--- config.mk ---
export PLATFORM = sky130hd
export DESIGN_NAME = vga_timing_param
export DESIGN_NICKNAME = d
export VERILOG_FILES = /design/src/rtl/vga_timing_pkg.sv /design/src/rtl/vga_axis_counter.sv /design/src/rtl/vga_timing_param.sv
export SDC_FILE = /design/constraint.sdc
export NUM_CORES = 1
export LEC_CHECK = 0
export BUFFER_PORTS_ARGS = -buffer_cell sky130_fd_sc_hd__buf_2
export CAP_MARGIN = 30
export CORE_MARGIN = 3
export CORE_UTILIZATION = 35
export DETAILED_ROUTE_END_ITERATION = 16
export MAX_ROUTING_LAYER = met4
export REMOVE_ABC_BUFFERS = 1
export SLEW_MARGIN = 20
export SYNTH_ARGS = -nofsm -noshare
export SYNTH_HDL_FRONTEND = slang
export SYNTH_SLANG_ARGS = --single-unit
--- constraint.sdc ---
create_clock -name clk -period 2.85 [get_ports clk]
set_input_delay 0.7125 -clock clk [delete_from_list [all_inputs] [get_ports clk]]
set_output_delay 0.7125 -clock clk [all_outputs]
set_load 0.1 [all_outputs]
--- src/rtl/vga_timing_pkg.sv ---
// Shared VGA timing types: per-mode porch/sync/polarity bundle and the standard modes.
package vga_timing_pkg;

  localparam int unsigned MODE_FIELD_W = 16;

  typedef struct packed {
    logic [MODE_FIELD_W-1:0] h_active;
    logic [MODE_FIELD_W-1:0] h_fp;
    logic [MODE_FIELD_W-1:0] h_sync;
    logic [MODE_FIELD_W-1:0] h_bp;
    logic [MODE_FIELD_W-1:0] v_active;
    logic [MODE_FIELD_W-1:0] v_fp;
    logic [MODE_FIELD_W-1:0] v_sync;
    logic [MODE_FIELD_W-1:0] v_bp;
    logic                    hs_pol;
    logic                    vs_pol;
  } vga_mode_t;

  localparam vga_mode_t MODE_640x480_60 = '{
    h_active: 16'd640, h_fp: 16'd16, h_sync: 16'd96,  h_bp: 16'd48,
    v_active: 16'd480, v_fp: 16'd10, v_sync: 16'd2,   v_bp: 16'd33,
    hs_pol: 1'b0, vs_pol: 1'b0};

  localparam vga_mode_t MODE_800x600_60 = '{
    h_active: 16'd800, h_fp: 16'd40, h_sync: 16'd128, h_bp: 16'd88,
    v_active: 16'd600, v_fp: 16'd1,  v_sync: 16'd4,   v_bp: 16'd23,
    hs_pol: 1'b1, vs_pol: 1'b1};

  localparam vga_mode_t MODE_1024x768_60 = '{
    h_active: 16'd1024, h_fp: 16'd24, h_sync: 16'd136, h_bp: 16'd160,
    v_active: 16'd768,  v_fp: 16'd3,  v_sync: 16'd6,   v_bp: 16'd29,
    hs_pol: 1'b0, vs_pol: 1'b0};

  function automatic int unsigned axis_total(input int unsigned active, input int unsigned fp,
                                             input int unsigned sync, input int unsigned bp);
    return active + fp + sync + bp;
  endfunction

endpackage

--- src/rtl/vga_axis_counter.sv ---
// One timing axis: wrapping position counter with sync/blank/last flags
// registered from the next-state count so they line up with count.
module vga_axis_counter
  import vga_timing_pkg::*;
#(
  parameter int unsigned ACTIVE = 8,
  parameter int unsigned FP     = 2,
  parameter int unsigned SYNC   = 2,
  parameter int unsigned BP     = 4,
  parameter bit          POL    = 1'b1,
  parameter int unsigned W      = 11
) (
  input  logic         clk,
  input  logic         rst_n,
  input  logic         step,
  output logic [W-1:0] count,
  output logic         sync,
  output logic         blnk,
  output logic         last
);

  localparam int unsigned TOTAL = axis_total(ACTIVE, FP, SYNC, BP);
  localparam logic [W-1:0] LAST_VAL   = W'(TOTAL - 1);
  localparam logic [W-1:0] ACTIVE_END = W'(ACTIVE);
  localparam logic [W-1:0] SYNC_START = W'(ACTIVE + FP);
  localparam logic [W-1:0] SYNC_END   = W'(ACTIVE + FP + SYNC);

  logic [W-1:0] count_nxt;

  always_comb begin
    count_nxt = count;
    if (step) begin
      count_nxt = (count == LAST_VAL) ? '0 : count + W'(1);
    end
  end

  always_ff @(posedge clk or negedge rst_n) begin
    if (!rst_n) begin
      count <= '0;
      sync  <= !POL;
      blnk  <= 1'b0;
      last  <= 1'b0;
    end else begin
      count <= count_nxt;
      blnk  <= (count_nxt >= ACTIVE_END);
      sync  <= ((count_nxt >= SYNC_START) && (count_nxt < SYNC_END)) ? POL : !POL;
      last  <= (count_nxt == LAST_VAL);
    end
  end

endmodule

--- src/rtl/vga_timing_param.sv ---
// Parametrised VGA timing generator: h/v counters, sync/blank flags,
// frame/line strobes and a frame counter, all advancing on the pixel enable.
module vga_timing_param
  import vga_timing_pkg::*;
#(
  parameter int unsigned H_ACTIVE = 32'(MODE_800x600_60.h_active),
  parameter int unsigned H_FP     = 32'(MODE_800x600_60.h_fp),
  parameter int unsigned H_SYNC   = 32'(MODE_800x600_60.h_sync),
  parameter int unsigned H_BP     = 32'(MODE_800x600_60.h_bp),
  parameter int unsigned V_ACTIVE = 32'(MODE_800x600_60.v_active),
  parameter int unsigned V_FP     = 32'(MODE_800x600_60.v_fp),
  parameter int unsigned V_SYNC   = 32'(MODE_800x600_60.v_sync),
  parameter int unsigned V_BP     = 32'(MODE_800x600_60.v_bp),
  parameter bit          HS_POL   = MODE_800x600_60.hs_pol,
  parameter bit          VS_POL   = MODE_800x600_60.vs_pol,
  parameter int unsigned CNT_W    = 11,
  parameter int unsigned RGB_W    = 12,
  parameter int unsigned FRAME_W  = 16
) (
  input  logic               clk,
  input  logic               rst_n,
  input  logic               en,
  output logic [CNT_W-1:0]   hcount,
  output logic [CNT_W-1:0]   vcount,
  output logic               hsync,
  output logic               vsync,
  output logic               hblnk,
  output logic               vblnk,
  output logic [RGB_W-1:0]   rgb,
  output logic               sof,
  output logic               eol,
  output logic [FRAME_W-1:0] frame_cnt
);

  localparam int unsigned H_TOTAL = axis_total(H_ACTIVE, H_FP, H_SYNC, H_BP);
  localparam int unsigned V_TOTAL = axis_total(V_ACTIVE, V_FP, V_SYNC, V_BP);
  localparam longint unsigned CNT_RANGE = 64'd1 << CNT_W;

  // Reject modes that cannot be counted or have degenerate porch/sync regions.
  if (64'(H_TOTAL) > CNT_RANGE || 64'(V_TOTAL) > CNT_RANGE) begin : g_range_err
    $error("vga_timing_param: H_TOTAL/V_TOTAL exceed counter range");
  end
  if (H_FP == 0 || H_SYNC == 0 || H_BP == 0 || V_FP == 0 || V_SYNC == 0 || V_BP == 0) begin : g_zero_err
    $error("vga_timing_param: porch and sync parameters must be non-zero");
  end

  logic h_last;
  logic v_last;

  vga_axis_counter #(
    .ACTIVE(H_ACTIVE), .FP(H_FP), .SYNC(H_SYNC), .BP(H_BP), .POL(HS_POL), .W(CNT_W)
  ) u_h (
    .clk(clk), .rst_n(rst_n), .step(en),
    .count(hcount), .sync(hsync), .blnk(hblnk), .last(h_last)
  );

  vga_axis_counter #(
    .ACTIVE(V_ACTIVE), .FP(V_FP), .SYNC(V_SYNC), .BP(V_BP), .POL(VS_POL), .W(CNT_W)
  ) u_v (
    .clk(clk), .rst_n(rst_n), .step(en & h_last),
    .count(vcount), .sync(vsync), .blnk(vblnk), .last(v_last)
  );

  // Strobes are decodes of registered position qualified by the enable.
  assign eol = en & h_last;
  assign sof = en & h_last & v_last;
  assign rgb = '0;

  always_ff @(posedge clk or negedge rst_n) begin
    if (!rst_n) begin
      frame_cnt <= '0;
    end else if (sof) begin
      frame_cnt <= frame_cnt + FRAME_W'(1);
    end
  end

endmodule

## Word level (Yosys, flattened, before mapping)

Index checks and enable logic that the tools add are counted.

| storage, ports and cells | value |
|---|---|
| flip-flop bits (word level) | 44 |
| logic and storage cells | 32 |

| operators by class | value |
|---|---|
| add/subtract/negate cells | 3 |
| magnitude comparators | 6 |
| equal/unequal tests | 4 |
| mux-type cells | 6 |
| bitwise logic cells | 2 |
| reductions and logical operators | 2 |

Operators with widths:

| kind | count |
|---|---|
| 11-bit by 10-bit >= comparator with 1-bit output (second input constant) | 4 |
| 11-bit two-way mux | 4 |
| 11-bit by 1-bit adder with 11-bit output (second input constant) | 2 |
| 11-bit by 10-bit == test with 1-bit output (second input constant) | 2 |
| 11-bit == test (second input constant) | 2 |
| 11-bit by 10-bit < comparator with 1-bit output (second input constant) | 2 |
| 16-bit by 1-bit adder with 16-bit output (second input constant) | 1 |
| 1-bit AND | 2 |
| 1-bit logical AND | 2 |
| 1-bit two-way mux | 2 |

## Logic depth before layout (Yosys ltp)

Gate-level depths: netlist of run 1.

| depth | value |
|---|---|
| word-level depth | 6 |
| depth in mapped cells | 7 |
| mapped depth without buffers | 7 |

## Cells and area by module

Synthesis of run 1 repeated with hierarchy kept, for this count alone.

| second synthesis, totals | value |
|---|---|
| cells, all modules | 271 |
| area, all modules | 2673.8 um2 |

Modules (own cells, without submodules):

| module | times used | cells an instance | area each (um2) | sequential area each (um2) |
|---|---|---|---|---|
| vga_axis_counter at u_v | 1 | 109 | 1029.7 | 350.3 |
| vga_timing_param | 1 | 76 | 833.3 | 400.4 |
| vga_axis_counter at u_h | 1 | 86 | 810.8 | 350.3 |

## Worst setup path after synthesis of run 1

No wires, ideal clock.

| timing path | value |
|---|---|
| path type | in2reg |
| from | input port en |
| to | register frame_cnt[12] |
| setup time | 0.159 ns |
| arrival | 2.690 ns |
| required time | 2.691 ns |
| setup slack | 0.001 ns |
| stages | 7 |
| buffers on the path | 2 |
| cells stage by stage | buf_2 > and3_1 > clkbuf_1 > nand3_1 > nor3_1 > nand2_1 > xnor2_1 |

| between the ends | value |
|---|---|
| longest elaborated chain between the ends | 2 |

Ends and longest elaborated chain:

| what | line | source |
|---|---|---|
| start: declaration | vga_timing_param.sv:22 | `input logic en,` |
| 1-bit AND (2 in series) | vga_timing_param.sv:66 | `assign sof = en & h_last & v_last;` |
| via sof | vga_timing_param.sv:30 | `output logic sof,` |
| end signal: assignment | vga_timing_param.sv:73 | `frame_cnt <= frame_cnt + FRAME_W'(1);` |
| end: declaration | vga_timing_param.sv:32 | `output logic [FRAME_W-1:0] frame_cnt` |

The timed path passes the listed nets, and every way through them passes these cells.
A chain may end at the register's enable or synchronous reset.

## Worst setup path after layout of run 1

| timing path | value |
|---|---|
| from | input port en |
| to | output port sof |

| between the ends | value |
|---|---|
| longest elaborated chain between the ends | 2 |

Ends and longest elaborated chain:

| what | line |
|---|---|
| 1-bit AND (2 in series) | vga_timing_param.sv:66 |
| end: declaration | vga_timing_param.sv:30 |

Every way passes these cells.

==> metrics, run 1 <==
# IOs 59; R2R setup slack 0.75 ns; first-pass GRT wire length 8300 um; Core Area 6420 um2; GP Congestion 0.823; drt pass-1 iters 4; n_diodes 0; Main synth FF type dfrtp_1; number of synthesized flops with an enable pin 0; clock tree sinks 44; sequential share of the synthesized area 0.469; Syn Inst Count 237; Final Max Tran Viols 0; Crit. End Element primary output; gr usage total 0.142; Req. time, crit path 2.14 ns; # rows 29; Num CTS Buffers 5; Iteration-0 DRC Markers 79; Min Hold Slack 0.314 ns; largest net degree at the start of global routing 19; Post-synth top cells 44 x dfrtp_1, 23 x xnor2_1, 19 x nand2_1; post-CTS resize count 0; worst r2r src u_v.count[2]; Leak 1.38 nW; max_cap viols 0; post-synth top area share 0.469; drt wl/cell 13.5 um; period utilization 0.861; die height 87.9 um; VDD IR max 0.000696 V; # DRC 0; top-count cell post-synth dfrtp_1; post-route insts no fill 366; Worst Slack Setup Final 0.397 ns; clock slew at reported path FFs 0.08 ns; hold buffers post-CTS 0; H-tree depth 2; CTS tree built; Layout Nets 294; Worst Setup Path Type input pin to primary output; overall die width 87.9 um; max_slew headroom 0.589; synthesis-to-finish area growth 16.2%; post-synth top area cell dfrtp_1; synth warn 0; skew final 0.00685 ns; via/cell ratio 4.90; # port buffers 46; Worst Hold Class input pin to async pin; die area 7730 um2; Final setup viols 0; post-layout minimum cycle time 2.45 ns; RSZ-0062 raised after global routing false; fill count 642; Post-Syn Area 2350 um2; FF-to-FF path depth 5; Syn Area/Cell 9.91 um2; Initial Util 0.366; Final ANT Viol Nets 0; Inst Count DP 358; Worst Tran Pin Value 0.611 ns; Worst Path Arrival 1.74 ns; top cells by area, synth dfrtp_1 47%, xnor2_1 8.6%, xor2_1 4.8%; unique cell type count in the Yosys netlist 48; grt ovf 0; Sum Neg Setup Slack 0 ns; setup bufs post-CTS 0; vias 1795; Hold Fails Final Rpt 0; HPWL Detailed 3770 um; ys async rst share 1.00; antenna violations before repair 0; CTS max path bufs 2; Pwr per Cell Area 601 nW/um2; fmax 408 MHz; DP Worst Slack 0.377 ns; status completed; vias in the first global route 1727; fraction of layout cells with a size suffix above 1 0.225; #FFs+latches synth 44; reg2reg end u_v.blnk; drt total wl 4940 um; CP Launch Type input pin; worst skew pair latency 0.29 ns; root buffer cell clkbuf_8; Worst Path Max Fanout 14
## cells in the final DEF (no fill, tap or decap), types with 7 or more instances in the layout
master,instances
buf_2,46
nor2_1,16
nand2_1,19
dfrtp_1,44
xnor2_1,23
nor3_1,10
xor2_1,13
conb_1,12
nand3_1,15
inv_1,7
nand4_1,14
## worst max-delay path, cell delays in order
cell and delay [ns]:
buf_2 0.22, and3_1 0.33, buf_2 0.47
## area by class of cell
class | instances | area [um2] | area share
Clock buffer | 7 | 86.3 | 0.0316
Inverter | 8 | 30.0 | 0.0110
Multi-Input combinational cell | 179 | 1150 | 0.421
Tap cell | 77 | 96.3 | 0.0353
Timing Repair Buffer | 50 | 260 | 0.0953
Clock inverter | 1 | 7.51 | 0.00275
Sequential cell | 44 | 1100 | 0.403
## logic make-up (layout without fill, tap and decap cells)
| family | after synthesis | after routing | share of synthesized area |
|---|---|---|---|
| other | 1 | 12 | 0.00160 |
| XOR/XNOR | 36 | 36 | 0.134 |
| multiplexers | 1 | 1 | 0.00479 |
| flip-flops | 44 | 44 | 0.469 |
| buffers and inverters | 25 | 66 | 0.0596 |
| AND/OR/NAND/NOR | 104 | 104 | 0.248 |
| adder cells (fa/ha/maj) | 3 | 3 | 0.0160 |
| AO/OA/AOI/OAI | 23 | 23 | 0.0671 |
## worst max path at each step
stage	depth (start not counted)	slack [ns]	startpoint	to
detailed placement	8	0.38	en	u_v.blnk
finish	3	0.40	en	sof
CTS	3	0.40	en	sof
global route	3	0.33	en	sof
floorplan	7	0.27	en	u_v.blnk
global placement	8	0.40	en	u_v.blnk
## registers in the layout, summed over array words and instances, names as in the netlist
| register | flops |
|---|---|
| u_h.blnk | 1 |
| u_v.sync | 1 |
| u_h.last | 1 |
| frame_cnt | 16 |
| u_h.count | 11 |
| u_v.count | 11 |
| u_v.last | 1 |
| u_h.sync | 1 |
| u_v.blnk | 1 |
## per-layer routing
layer / GRT usage / vias to the layer above / part of all wire
met5: - / - / 0
met4: 0.0474 / 0 / 0.015
met3: 0.0348 / 6 / 0.047
met2: 0.225 / 41 / 0.46
met1: 0.178 / 835 / 0.48
li1: - / 913 / -
## power by group
group	switching, mW	internal [mW]	leakage (nW)
Clock	0.205	0.197	0.0445
Combinational	0.426	0.0826	0.732
Sequential	0.0729	0.659	0.600
## metrics by stage
stage / utilization / total power, mW / instance area, um2
after global routing: 0.425 / 1.74 / 2730
final: 0.425 / 1.64 / 2730
after floorplan: - / 1.16 / 2280
after global placement: 0.411 / 1.25 / 2640
after CTS: 0.425 / 1.67 / 2730
after detailed placement: 0.411 / 1.25 / 2640
Note: power is estimated with default switching activity, not from simulation.
==> run 2: changes to the inputs <==
PLACE_DENSITY = 0.53   (was default)
==> metrics, run 2 (synthesized netlist as in run 1, its figures left out) <==
Worst Path Max Fanout 14 (unchanged); HPWL Detailed 3740 um (-0.74%); GP Congestion 0.859 (+4.3%); Final setup viols 0 (unchanged); Req. time, crit path 2.14 ns (about the same); crit-path cells buf_2 > and3_1 > buf_2; Layout Nets 293 (-0.34%); Regs by FF count frame_cnt x16, u_h.count x11, u_v.count x11; Core Area 6420 um2 (unchanged); worst skew pair latency 0.30 ns (about the same); # IOs 59 (unchanged); # rows 29 (unchanged); Initial Util 0.366 (unchanged); # DRC 0 (unchanged); root buffer cell clkbuf_8; CP most frequent cell buf_2; gr usage total 0.141 (-0.000895); Worst Slack Setup Final 0.407 ns (+0.00956 ns); WP buf/inv 2 (unchanged); Crit. End Element primary output; Worst Hold Class input pin to async pin; Sum Neg Setup Slack 0 ns (unchanged); placed cell areas 2630 um2 (-0.28%); via/cell ratio 5.08 (+3.6%); VDD IR max 0.000703 V (+1.0%); fmax 409 MHz (+0.39%); Largest Register frame_cnt; Iteration-0 DRC Markers 82 (+3.8%); clock slew at reported path FFs 0.10 ns (+0.02 ns); Worst Setup Path Type input pin to primary output; clock tree sinks 44 (unchanged); max FFs per register 16 (unchanged); setup bufs post-CTS 0 (unchanged); Worst Tran Pin Value 0.597 ns (-0.0138 ns); DP Worst Slack 0.233 ns (-0.143 ns); drt total wl 5090 um (+3.0%); Worst Path Arrival 1.73 ns (about the same); max_slew headroom 0.599 (+0.00930); CP Launch Type input pin; CP max-delay cell buf_2; overall die width 87.9 um (unchanged); most common cell after layout, fill and taps aside buf_2; final core utilization 0.423 (-0.00214); FF-to-FF path depth 5 (unchanged); period utilization 0.857 (-0.00335); grt ovf 0 (unchanged); n_diodes 0 (unchanged); RSZ-0062 raised after global routing false; CTS tree built; Pwr per Cell Area 601 nW/um2 (about the same); first-pass GRT wire length 8200 um (-1.2%); post-CTS resize count 0 (unchanged); H-tree depth 2 (unchanged); Num CTS Buffers 5 (unchanged); fraction of layout cells with a size suffix above 1 0.226 (+0.000781); vias 1855 (+3.3%); CP max stage delay 0.47 ns (about the same); Design Area, Final 2720 um2 (-0.50%); Leak 1.38 nW (-0.10%); antenna violations before repair 0 (unchanged); die height 87.9 um (unchanged); Worst path depth 3 (unchanged); drt pass-1 iters 4 (unchanged); Final Max Tran Viols 0 (unchanged); # port buffers 46 (unchanged); hold buffers post-CTS 0 (unchanged); Final ANT Viol Nets 0 (unchanged); largest net degree at the start of global routing 26 (+7); max_cap viols 0 (unchanged); drt wl/cell 14.0 um (+3.3%); die area 7730 um2 (unchanged); Hold Fails Final Rpt 0 (unchanged); status completed; crit-path leading delay family buffers and inverters; skew final 0.0129 ns (+0.00600 ns); synthesis-to-finish area growth 15.7%; most frequent cells in the layout 46 x buf_2, 44 x dfrtp_1, 23 x xnor2_1, 19 x nand2_1, 16 x nor2_1; vias in the first global route 1667 (-3.5%); CTS max path bufs 2 (unchanged); post-layout minimum cycle time 2.44 ns (-0.00956 ns)
==> run 2: cell types whose count changed in the layout (fill, tap and decap cells not counted) <==
cell        delta
clkinv_2       +2
buf_4          -1
clkbuf_1       -1
clkbuf_8       -1
clkinv_4       +1
clkinvlp_4     -1
==> run 2: routing by layer <==
metal / GRT usage / vias up / part of all wire
met1: 0.193 / 883 / 0.47
li1: - / 916 / -
met2: 0.206 / 50 / 0.46
met4: 0.0418 / 0 / 0.011
met5: - / - / 0
met3: 0.0367 / 6 / 0.052
==> run 2: through the flow <==
stage	power [mW]	hold slack, ns	std cells
finish	1.63	0.341	365
global route	1.71	0.369	365
CTS	1.65	0.357	365
detailed placement	1.25	0.466	357
global placement	1.25	0.456	357
floorplan	1.16	0.417	231
==> run 2: cell type report <==
type,count,area (um2)
clock inverters,3,18.8
well taps,77,96.3
inverters,8,30.0
fillers,642,3700
repair buffers,49,253
multi-input cells,179,1150
clock buffers,5,68.8
flip-flops and latches,44,1100
==> run 2: path summary, 6_finish.rpt <==
| check | from | endpoint | slack [ns] |
|---|---|---|---|
| setup / recovery | en | sof | 0.41 |
| hold / removal | rst_n | u_v.blnk | 0.34 |
| min in group clk | frame_cnt[15] | frame_cnt[15] | 0.48 |
| max in group asynchronous | rst_n | u_h.count[1] | 1.81 |
| hold reg to reg | frame_cnt[15] | frame_cnt[15] | 0.48 |
| setup reg to reg | u_v.count[2] | u_v.blnk | 0.69 |
==> run 2: report_power, final <==
| group | switching (mW) | internal, mW | total, mW |
|---|---|---|---|
| clock | 0.229 | 0.171 | 0.401 |
| combinational | 0.422 | 0.0816 | 0.504 |
| sequential | 0.0713 | 0.659 | 0.730 |
==> run 3: changes to the inputs <==
CORE_UTILIZATION = 50   (was 35)
PLACE_DENSITY = 0.73   (was 0.53)
==> metrics, run 3 (synthesized netlist as in run 1, its figures left out) <==
Pwr per Cell Area 604 nW/um2 (+0.44%); R2R setup slack 0.85 ns (+0.16 ns); Min Hold Slack 0.288 ns (-0.0524 ns); status completed; placed cell areas 2590 um2 (-1.5%); CTS tree built; period utilization 0.853 (-0.00440); Worst Tran Pin Value 0.541 ns (-0.0558 ns); die area 5560 um2 (-28%); Crit. End Element primary output; max_slew headroom 0.636 (+0.0376); GP Congestion 0.829 (-3.4%); Final setup viols 0 (unchanged); grt ovf 0 (unchanged); max_cap viols 0 (unchanged); Leak 1.38 nW (about the same); worst skew pair latency 0.28 ns (-0.02 ns); Hold Fails Final Rpt 0 (unchanged); largest net degree at the start of global routing 45 (+73%); Layout Nets 293 (unchanged); # DRC 0 (unchanged); Final ANT Viol Nets 0 (unchanged); Sw Ratio 0.425 (-0.0172); CP max-delay cell buf_2; most frequent cells in the layout 46 x buf_2, 44 x dfrtp_1, 23 x xnor2_1, 19 x nand2_1, 16 x nor2_1; setup bufs post-CTS 0 (unchanged); hold buffers post-CTS 0 (unchanged); n_diodes 0 (unchanged); Largest Register frame_cnt; drt total wl 4680 um (-8.1%); Sequential Power Share 0.448 (about the same); Final Max Tran Viols 0 (unchanged); Design Area, Final 2710 um2 (-0.46%); Worst Path Arrival 1.72 ns (about the same); CP Launch Type input pin; Clk pwr share 0.243 (-0.002); Core Area 4440 um2 (-31%); WP buf/inv 2 (unchanged); CP max stage delay 0.47 ns (about the same); Multi-input gate area 1150 um2 (unchanged); Iteration-0 DRC Markers 110 (+34%); fraction of layout cells with a size suffix above 1 0.222 (-0.00347); Initial Util 0.529 (+0.163); Pint 0.939 mW (+3.1%); fmax 411 MHz (+0.52%); drt pass-1 iters 4 (unchanged); fill count 369 (-43%); first-pass GRT wire length 7540 um (-8.0%); Num CTS Buffers 5 (unchanged); Worst Path Max Fanout 14 (unchanged); CTS max path bufs 2 (unchanged); overall die width 74.6 um (-15%); clock slew at reported path FFs 0.08 ns (-0.02 ns); VDD IR max 0.000897 V (+28%); via/cell ratio 5.37 (+5.6%); drt wl/cell 13.8 um (-1.3%); # IOs 59 (unchanged); gr usage total 0.178 (+0.0370); CP most frequent cell buf_2; # port buffers 46 (unchanged); Sum Neg Setup Slack 0 ns (unchanged); Regs by FF count frame_cnt x16, u_h.count x11, u_v.count x11; skew final 0.0103 ns (-0.00259 ns); root buffer cell clkbuf_8; RSZ-0062 raised after global routing false; Worst Setup Path Type input pin to primary output; crit-path cells buf_2 > and3_1 > buf_2; die height 74.6 um (-15%); post-CTS resize count 0 (unchanged); H-tree depth 2 (unchanged); NetSw 0.695 mW (-3.9%); # rows 24 (-17%); synthesis-to-finish area growth 15.1%; Worst Hold Class input pin to async pin; antenna violations before repair 0 (unchanged); register area 1100 um2 (unchanged); vias in the first global route 1647 (-1.2%); post-layout minimum cycle time 2.43 ns (-0.0125 ns); crit-path leading delay family buffers and inverters; final core utilization 0.609 (+0.186); Req. time, crit path 2.14 ns (about the same); Combinational Power Share 0.309 (about the same); vias 1825 (-1.6%); HPWL Detailed 3420 um (-8.6%); most common cell after layout, fill and taps aside buf_2; max FFs per register 16 (unchanged); clock tree sinks 44 (unchanged)
==> run 3: metal layers <==
| layer | vias up | routed length, um | track usage |
|---|---|---|---|
| li1 | 908 | - | - |
| met1 | 867 | 2240 | 0.241 |
| met4 | 0 | 0 | 0.0356 |
| met5 | - | 0 | - |
| met3 | 0 | 267 | 0.0405 |
| met2 | 50 | 2170 | 0.277 |
==> run 3: area by class of cell <==
class	count	share of cell area
clock inverter	1	0.00278
timing repair buffer	49	0.0981
sequential	44	0.407
clock buffer	7	0.0319
tap	52	0.0241
inverter	8	0.0111
multi-input combinational	179	0.425
==> run 3: through the flow <==
stage / instances / power, mW / worst slack (ns)
2_1_floorplan: 231 / 1.16 / 0.266
3_3_place_gp: 331 / 1.24 / 0.424
3_5_place_dp: 331 / 1.25 / 0.372
4_1_cts: 339 / 1.65 / 0.428
5_1_grt: 340 / 1.71 / 0.354
6_report: 340 / 1.63 / 0.419
==> run 3: path summary, 6_finish.rpt <==
path | to | from | cells past startpoint
max | sof | en | 3
min | frame_cnt[5] | rst_n | 1
max reg2reg | u_v.blnk | u_v.count[0] | 6
min reg2reg | frame_cnt[15] | frame_cnt[15] | 1
max in group asynchronous | u_h.count[1] | rst_n | 2
min in group clk | frame_cnt[15] | frame_cnt[15] | 1
==> run 3: power groups by stage <==
stage / sequential (mW) / combinational (mW) / clock [mW]
after floorplan: 0.985 / 0.171 / 0
after global placement: 0.742 / 0.501 / 0
after detailed placement: 0.743 / 0.504 / 0
after CTS: 0.732 / 0.504 / 0.409
after global routing: 0.743 / 0.529 / 0.433
final: 0.732 / 0.506 / 0.396
